===== config.mk =====
export PLATFORM = sky130hd
export DESIGN_NAME = perf_counter_unit_flat
export DESIGN_NICKNAME = d
export VERILOG_FILES = /design/src/rtl/cpu_pkg.sv /design/src/rtl/perf_counter_unit_if.sv /design/src/rtl/perf_counter.sv /design/src/rtl/perf_counter_unit.sv /design/src/flat_wrapper.sv
export SDC_FILE = /design/constraint.sdc
export NUM_CORES = 1
export LEC_CHECK = 0
export CORE_UTILIZATION = 57
export CTS_BUF_LIST = sky130_fd_sc_hd__clkbuf_2
export DETAILED_ROUTE_END_ITERATION = 10
export PLACE_DENSITY = 0.87
export SLEW_MARGIN = 25
export SYNTH_ARGS = -nofsm -noshare
export SYNTH_HDL_FRONTEND = slang
export SYNTH_SLANG_ARGS = --single-unit

===== constraint.sdc =====
create_clock -name clk -period 35.2 [get_ports clk]
set_clock_uncertainty 0.15 [all_clocks]
set_input_delay 7.04 -clock clk [delete_from_list [all_inputs] [get_ports clk]]
set_output_delay 7.04 -clock clk [all_outputs]
set_load 0.05 [all_outputs]

===== src/rtl/cpu_pkg.sv =====
// Shared definitions for the performance-counter unit: CSR map, counter
// indices and run/halt state encoding.
package cpu_pkg;

  localparam logic [11:0] CSR_CYCLE    = 12'hC00;
  localparam logic [11:0] CSR_CYCLEH   = 12'hC80;
  localparam logic [11:0] CSR_INSTRET  = 12'hC02;
  localparam logic [11:0] CSR_INSTRETH = 12'hC82;
  localparam logic [11:0] CSR_STALL    = 12'hC03;
  localparam logic [11:0] CSR_STALLH   = 12'hC83;
  localparam logic [11:0] CSR_FLUSH    = 12'hC04;
  localparam logic [11:0] CSR_FLUSHH   = 12'hC84;

  localparam int NUM_CNT     = 4;
  localparam int IDX_CYCLE   = 0;
  localparam int IDX_INSTRET = 1;
  localparam int IDX_STALL   = 2;
  localparam int IDX_FLUSH   = 3;

  typedef enum logic [1:0] {
    IDLE   = 2'd0,
    RUN    = 2'd1,
    HALTED = 2'd2
  } perf_state_t;

endpackage


===== src/rtl/perf_counter_unit_if.sv =====
// CSR-style read port of the performance-counter unit.
interface perf_counter_unit_if;
  logic        csr_rd_en;
  logic [11:0] csr_addr;
  logic [31:0] csr_rd_data;
  logic        csr_rd_valid;
  logic        csr_rd_err;

  modport master (
    output csr_rd_en, csr_addr,
    input  csr_rd_data, csr_rd_valid, csr_rd_err
  );

  modport slave (
    input  csr_rd_en, csr_addr,
    output csr_rd_data, csr_rd_valid, csr_rd_err
  );
endinterface


===== src/rtl/perf_counter.sv =====
// CNT_W-bit wrapping event counter; synchronous clear beats increment.
module perf_counter #(
  parameter int CNT_W = 64
) (
  input  logic             clk,
  input  logic             reset,
  input  logic             en,
  input  logic             inc,
  input  logic             clr,
  output logic [CNT_W-1:0] count
);

  logic [CNT_W-1:0] cnt_q, cnt_d;

  // NOTE: every variable driven here gets its default first, so no path leaves it unassigned and no latch is inferred.
  always_comb begin
    cnt_d = cnt_q;
    if (clr) begin
      cnt_d = '0;
    end else if (en && inc) begin
      cnt_d = cnt_q + CNT_W'(1);
    end
  end

  // NOTE: state registers use non-blocking assignments so all flops update together on the edge.
  always_ff @(posedge clk or posedge reset) begin
    if (reset) begin
      cnt_q <= '0;
    end else begin
      cnt_q <= cnt_d;
    end
  end

  assign count = cnt_q;

endmodule


===== src/rtl/perf_counter_unit.sv =====
// Cycle/instret/stall/flush counters gated by a run/halt FSM, with a
// registered CSR read port giving coherent 64-bit reads via shadows.
module perf_counter_unit
  import cpu_pkg::*;
#(
  parameter int CNT_W     = 64,
  parameter bit HALT_HOLD = 1'b1
) (
  input  logic             clk,
  input  logic             reset,
  input  logic             start,
  input  logic             halt,
  input  logic             clear,
  input  logic             retire,
  input  logic             stall,
  input  logic             flush,
  perf_counter_unit_if.slave csr,
  output logic [CNT_W-1:0] cycles,
  output logic [CNT_W-1:0] instret,
  output logic             running
);

  perf_state_t        state_q, state_d;
  logic               running_q;
  logic               count_en;
  logic [CNT_W-1:0]   cnt       [NUM_CNT];
  logic [63:0]        cnt_w     [NUM_CNT];
  logic [31:0]        shadow_hi_q [NUM_CNT];
  logic [NUM_CNT-1:0] capture;
  logic [31:0]        rd_data_d, rd_data_q;
  logic               rd_err_d, rd_err_q, rd_valid_q;

  always_comb begin
    state_d = state_q;
    if (clear) begin
      state_d = IDLE;
    end else begin
      case (state_q)
        IDLE:    if (start) state_d = RUN;
        RUN:     if (halt)  state_d = HALTED;
        HALTED:  if (!HALT_HOLD && start) state_d = RUN;
        default: state_d = IDLE;
      endcase
    end
  end

  always_ff @(posedge clk or posedge reset) begin
    if (reset) begin
      state_q   <= IDLE;
      running_q <= 1'b0;
    end else begin
      state_q   <= state_d;
      running_q <= (state_d == RUN);
    end
  end

  // The halt cycle itself is still a RUN cycle and is counted.
  assign count_en = (state_q == RUN);

  perf_counter #(.CNT_W(CNT_W)) u_cycles (
    .clk(clk), .reset(reset), .en(count_en), .inc(1'b1),
    .clr(clear), .count(cnt[IDX_CYCLE])
  );
  perf_counter #(.CNT_W(CNT_W)) u_instret (
    .clk(clk), .reset(reset), .en(count_en), .inc(retire),
    .clr(clear), .count(cnt[IDX_INSTRET])
  );
  perf_counter #(.CNT_W(CNT_W)) u_stalls (
    .clk(clk), .reset(reset), .en(count_en), .inc(stall),
    .clr(clear), .count(cnt[IDX_STALL])
  );
  perf_counter #(.CNT_W(CNT_W)) u_flushes (
    .clk(clk), .reset(reset), .en(count_en), .inc(flush),
    .clr(clear), .count(cnt[IDX_FLUSH])
  );

  always_comb begin
    for (int i = 0; i < NUM_CNT; i++) begin
      cnt_w[i] = 64'(cnt[i]);
    end
  end

  always_comb begin
    rd_data_d = '0;
    rd_err_d  = 1'b0;
    capture   = '0;
    if (csr.csr_rd_en) begin
      case (csr.csr_addr)
        CSR_CYCLE:    begin rd_data_d = cnt_w[IDX_CYCLE][31:0];   capture[IDX_CYCLE]   = 1'b1; end
        CSR_INSTRET:  begin rd_data_d = cnt_w[IDX_INSTRET][31:0]; capture[IDX_INSTRET] = 1'b1; end
        CSR_STALL:    begin rd_data_d = cnt_w[IDX_STALL][31:0];   capture[IDX_STALL]   = 1'b1; end
        CSR_FLUSH:    begin rd_data_d = cnt_w[IDX_FLUSH][31:0];   capture[IDX_FLUSH]   = 1'b1; end
        CSR_CYCLEH:   rd_data_d = shadow_hi_q[IDX_CYCLE];
        CSR_INSTRETH: rd_data_d = shadow_hi_q[IDX_INSTRET];
        CSR_STALLH:   rd_data_d = shadow_hi_q[IDX_STALL];
        CSR_FLUSHH:   rd_data_d = shadow_hi_q[IDX_FLUSH];
        default:      rd_err_d  = 1'b1;
      endcase
    end
  end

  // Only the upper half of a shadow is ever returned, so only it is kept.
  // NOTE: the shadow array is small register state that software observes, so it is reset explicitly rather than left unknown like a RAM.
  always_ff @(posedge clk or posedge reset) begin
    if (reset) begin
      for (int i = 0; i < NUM_CNT; i++) shadow_hi_q[i] <= '0;
      rd_data_q  <= '0;
      rd_valid_q <= 1'b0;
      rd_err_q   <= 1'b0;
    end else begin
      for (int i = 0; i < NUM_CNT; i++) begin
        if (clear) begin
          shadow_hi_q[i] <= '0;
        end else if (capture[i]) begin
          shadow_hi_q[i] <= cnt_w[i][63:32];
        end
      end
      rd_data_q  <= rd_data_d;
      rd_valid_q <= csr.csr_rd_en;
      rd_err_q   <= rd_err_d;
    end
  end

  assign csr.csr_rd_data  = rd_data_q;
  assign csr.csr_rd_valid = rd_valid_q;
  assign csr.csr_rd_err   = rd_err_q;
  assign cycles           = cnt[IDX_CYCLE];
  assign instret          = cnt[IDX_INSTRET];
  assign running          = running_q;

endmodule


===== src/flat_wrapper.sv =====
// flat-port wrapper written by rule: the top's interface ports become plain ports
module perf_counter_unit_flat import cpu_pkg::*;
#(
  parameter int CNT_W     = 64,
  parameter bit HALT_HOLD = 1'b1
)
  (clk, reset, start, halt, clear, retire, stall, flush, cycles, instret, running, csr_csr_rd_en, csr_csr_addr, csr_csr_rd_data, csr_csr_rd_valid, csr_csr_rd_err);
  perf_counter_unit_if csr_i ();
  input  logic clk;
  input  logic reset;
  input  logic start;
  input  logic halt;
  input  logic clear;
  input  logic retire;
  input  logic stall;
  input  logic flush;
  output logic [CNT_W-1:0] cycles;
  output logic [CNT_W-1:0] instret;
  output logic running;
  input wire logic [$bits(csr_i.csr_rd_en)-1:0] csr_csr_rd_en;
  input wire logic [$bits(csr_i.csr_addr)-1:0] csr_csr_addr;
  output wire logic [$bits(csr_i.csr_rd_data)-1:0] csr_csr_rd_data;
  output wire logic [$bits(csr_i.csr_rd_valid)-1:0] csr_csr_rd_valid;
  output wire logic [$bits(csr_i.csr_rd_err)-1:0] csr_csr_rd_err;
  assign csr_i.csr_rd_en = csr_csr_rd_en;
  assign csr_i.csr_addr = csr_csr_addr;
  assign csr_csr_rd_data = csr_i.csr_rd_data;
  assign csr_csr_rd_valid = csr_i.csr_rd_valid;
  assign csr_csr_rd_err = csr_i.csr_rd_err;
  perf_counter_unit #(.CNT_W(CNT_W), .HALT_HOLD(HALT_HOLD)) u_core (.clk(clk), .reset(reset), .start(start), .halt(halt), .clear(clear), .retire(retire), .stall(stall), .flush(flush), .csr(csr_i), .cycles(cycles), .instret(instret), .running(running));
endmodule

==> results.py <==
metrics = {
    "pwr": {
        "switching_part_of_the_total_pct": 27.1,
        "p_int_mw": 0.626,
        "clock_power_share_pct": 39.4,
        "power.switching_mw": 0.233,
        "power.sequential.fraction_pct": 56.6,
        "p_total_mw": 0.859,
        "ir_worst_vdd_mv": 0.0235,
        "p_comb_share_pct": 3.9,
        "leakage_nw": 9.56,
        "powerDensity_nw_per_um2": 35.2,
    },
    "drt": {
        "vias": 19256,
        "remaining_drc_errors": 0,
        "detail_route.iter0.violations": 2493,
        "wl_per_cell_um": 23.5,
        "drt_first_pass_iters": 8,
        "drt-total-wl_um": 70700,
        "vias_per_cell": 6.39,
        "postRouteAntennaNets": 0,
    },
    "hold_path": {
        "hold_depth": 2,
        "hold_class": "reg -> reg",
        "min-delay-start": "u_core.u_flushes.count[62]$_DFFE_PP0P_",
        "worstHoldEndpoint": "u_core.shadow_hi_q[30]$_DFFE_PP0P_",
    },
    "global_route": {
        "track_usage_pct": 36.0,
        "grt_antenna_before_repair": 2,
        "via_count_of_the_first_global_routing_pass": 18083,
        "global_route_wire_length_before_repair_um": 108000,
        "grt.overflow.total": 0,
        "grt_start_max_net_pins": 201,
    },
    "finish": {
        "nFillCells": 3248,
        "util_after_layout_pct": 63.4,
        "fraction_of_final_layout_cells_sized_beyond_drive_strength_1_pct": 11.7,
        "layout.cells.non_filler": 3014,
        "syn_to_final_growth_pct": 9.73,
        "seq_area_um2": 10500,
        "design.final.nets": 2444,
        "combined_area_of_the_multi_input_logic_cells_um2": 10200,
    },
    "yosys": {
        "synth-edff-count": 0,
        "post_synth_num_cell_types": 57,
        "synthDominantAreaCellType": "dfrtp_1",
        "post_synth_instance_area_um2": 22300,
        "synth_most_common_cell": "dfrtp_1",
        "postSynth.asyncResetShare_pct": 100,
        "ys_seq_area_share_pct": 47.3,
        "synth_top_cells_by_area": "dfrtp_1 47%, nand2_1 5.2%, xnor2_1 5.0%, nor2_1 4.7%, buf_4 4.6%",
        "synth_commonest_cells": "421 x dfrtp_1, 307 x nand2_1, 277 x nor2_1",
        "dominantRegCellSynth": "dfrtp_1",
        "mappedNetlistNets": 2374,
        "ys.warnings.count": 0,
        "yosysTopAreaCellShare_pct": 47.3,
        "yosys_register_bits": 421,
        "synth_area_per_cell_um2": 9.48,
        "synth_cells": 2349,
    },
    "worst_setup_path": {
        "crit_required_ps": 28010,
        "worst-setup-path-type": "reg -> out",
        "highest_delay_cell_along_the_critical_path": "clkdlybuf4s50_1",
        "worst_path_dominant_cell_family": "buffers and inverters",
        "reg2reg_setup_slack_ps": 31590,
        "cp_num_buf_inv": 1,
        "critical_path.cell_chain": "clkdlybuf4s50_1",
        "start_kind": "flip-flop",
        "crit_path_max_fanout": 8,
        "worstRegToRegCells": 6,
        "critPathCaptureType": "output port",
        "rr_endpoint": "u_core.u_instret.count[57]$_DFFE_PP0P_",
        "worst_ep_arrival_time_ps": 2620,
        "largest_stage_delay_worst_path_ps": 910,
        "cp.depth": 1,
        "rr_startpoint": "u_core.state_q[0]$_DFF_PP0_",
    },
    "place": {
        "dpl_worst_slack_ps": 24920,
        "place_hpwl_um": 50000,
        "io_buffers": 183,
        "placed_cells": 2827,
        "gpl.final_weighted_congestion": 1.02,
    },
    "clock_tree": {
        "cts_root_buffer": "clkbuf_2",
        "insertion_delay_ps": 1090,
        "max-clock-path-buffers": 3,
        "holdBufCountCts": 0,
        "h-tree-depth": 3,
        "postCtsResizedCells": 0,
        "sinks_on_the_clock_net": 421,
        "cts-buffers-inserted": 107,
        "clock_tree_from_tritoncts": "done",
        "cts.reportedPaths.clkPinSlew_ps": 100,
        "post_cts.repair.setup_buffers": 0,
    },
    "floorplanning": {
        "die-height_um": 200,
        "design.die.area_um2": 39900,
        "start_util_pct": 57.7,
        "core_area_um2": 38600,
        "placement_rows": 72,
        "design.portCount": 184,
        "die_width_um": 200,
    },
    "timing": {
        "timing.final.crit_share_pct": 27.9,
        "slew-limit-headroom_pct": 31.2,
        "setup_viol_count_final": 0,
        "final_setup_tns_ps": 0,
        "final_period_minus_worst_setup_slack_ps": 9810,
        "post-route-worst-setup-slack_ps": 25390,
        "tightest_slew_ps": 1030,
        "final-hold-violation-count": 0,
        "rsz_0062_raised_after_global_routing": "no",
        "achievable-frequency_mhz": 102,
        "slew_violations": 0,
    },
    "status": {
        "status": "finished, final reports clean",
    },
    "run": {
        "max_cap_viol_count": 0,
    },
}
-- worst reg2reg max path: cells and delay by family (launching register included) --
kind               cells  cell delay [ps]
AOI/OAI and AO/OA      1              150
DFF                    1              780
and+or+nand+nor        5             2450
-- flip-flops by register name (all words and copies together) (netlist names) --
signal / flops
u_core.shadow_hi_q: 128
u_core.u_cycles.count: 64
u_core.u_flushes.count: 64
u_core.u_instret.count: 64
u_core.u_stalls.count: 64
u_core.csr.csr_rd_data: 32
u_core.state_q: 2
u_core.csr.csr_rd_err: 1
u_core.csr.csr_rd_valid: 1
u_core.running: 1
-- final cells by class --
class / count / share of cell area, %
Clock inverter: 25 / 0.630
Sequential cell: 421 / 43.1
Timing Repair Buffer: 201 / 8.16
Antenna cell: 1 / 0.0102
Tap cell: 518 / 2.65
Inverter: 26 / 0.430
Multi-Input combinational cell: 1662 / 41.7
Clock buffer: 160 / 3.28
-- cell families (layout without fill, tap and decap cells) --
logic type / Yosys count / count (layout) / share of synthesized area (%)
AOI/OAI and AO/OA: 317 / 317 / 8.50
xor gates and xnor gates: 213 / 213 / 8.38
adders and majority gates: 4 / 4 / 0.225
buffers and inverters: 266 / 412 / 7.02
DFF: 421 / 421 / 47.3
muxes: 64 / 64 / 4.86
other: 0 / 1 / 0
and+or+nand+nor: 1064 / 1064 / 23.7
-- layout by cell type, fill, tap and decap left out, drive strengths merged, types with 5 or more instances in the layout --
| cell type | n |
|---|---|
| mux2 | 32 |
| or3 | 40 |
| nor3b | 5 |
| clkbuf | 160 |
| or2 | 5 |
| nor2 | 277 |
| buf | 22 |
| nor3 | 77 |
| o21ai | 40 |
| clkinv | 21 |
| dfrtp | 421 |
| mux4 | 32 |
| xor2 | 87 |
| nand3 | 106 |
| nor2b | 6 |
| nor4 | 48 |
| nand4 | 100 |
| and2 | 21 |
| and4 | 20 |
| xnor2 | 126 |
| nand2 | 307 |
| a22o | 32 |
| a22oi | 64 |
| nor4b | 5 |
| a21oi | 173 |
| inv | 27 |
| clkdlybuf4s50 | 179 |
| and3 | 28 |
-- power by group through the flow --
stage	Sequential [mW]	Combinational, mW	Clock (mW)
floorplan	0.496	0.0232	0
detailed placement	0.496	0.0338	0
finish	0.487	0.0339	0.338
global route	0.487	0.0372	0.368
global placement	0.496	0.0334	0
CTS	0.487	0.0340	0.341
-- worst max-delay path by stage --
stage	startpoint	end	slack, ps
6_report	u_core.u_cycles.count[29]$_DFFE_PP0P_	cycles[29]	25390
2_1_floorplan	reset	u_core.csr.csr_rd_data[0]$_DFF_PP0_	16290
3_5_place_dp	csr_csr_addr[3]	u_core.shadow_hi_q[92]$_DFFE_PP0P_	24920
3_3_place_gp	csr_csr_addr[3]	u_core.shadow_hi_q[25]$_DFFE_PP0P_	24870
5_1_grt	u_core.u_cycles.count[29]$_DFFE_PP0P_	cycles[29]	25300
4_1_cts	u_core.u_instret.count[0]$_DFFE_PP0P_	instret[0]	25370
-- layer usage --
metal | vias to the layer above | global-route usage, % | routed length [um]
met5 | - | 0 | 13
met4 | 2 | 21.2 | 4090
met3 | 244 | 8.05 | 7710
met2 | 1314 | 54.9 | 32400
met1 | 9412 | 47.2 | 26500
li1 | 8284 | - | -
-- metrics by stage --
stage,area [um2],hold WS [ps]
after detailed placement,23400,337
after global placement,23400,332
final,24400,362
after CTS,24400,345
after global routing,24400,378
after floorplan,22300,317
Power figures use the tool's default switching activity.
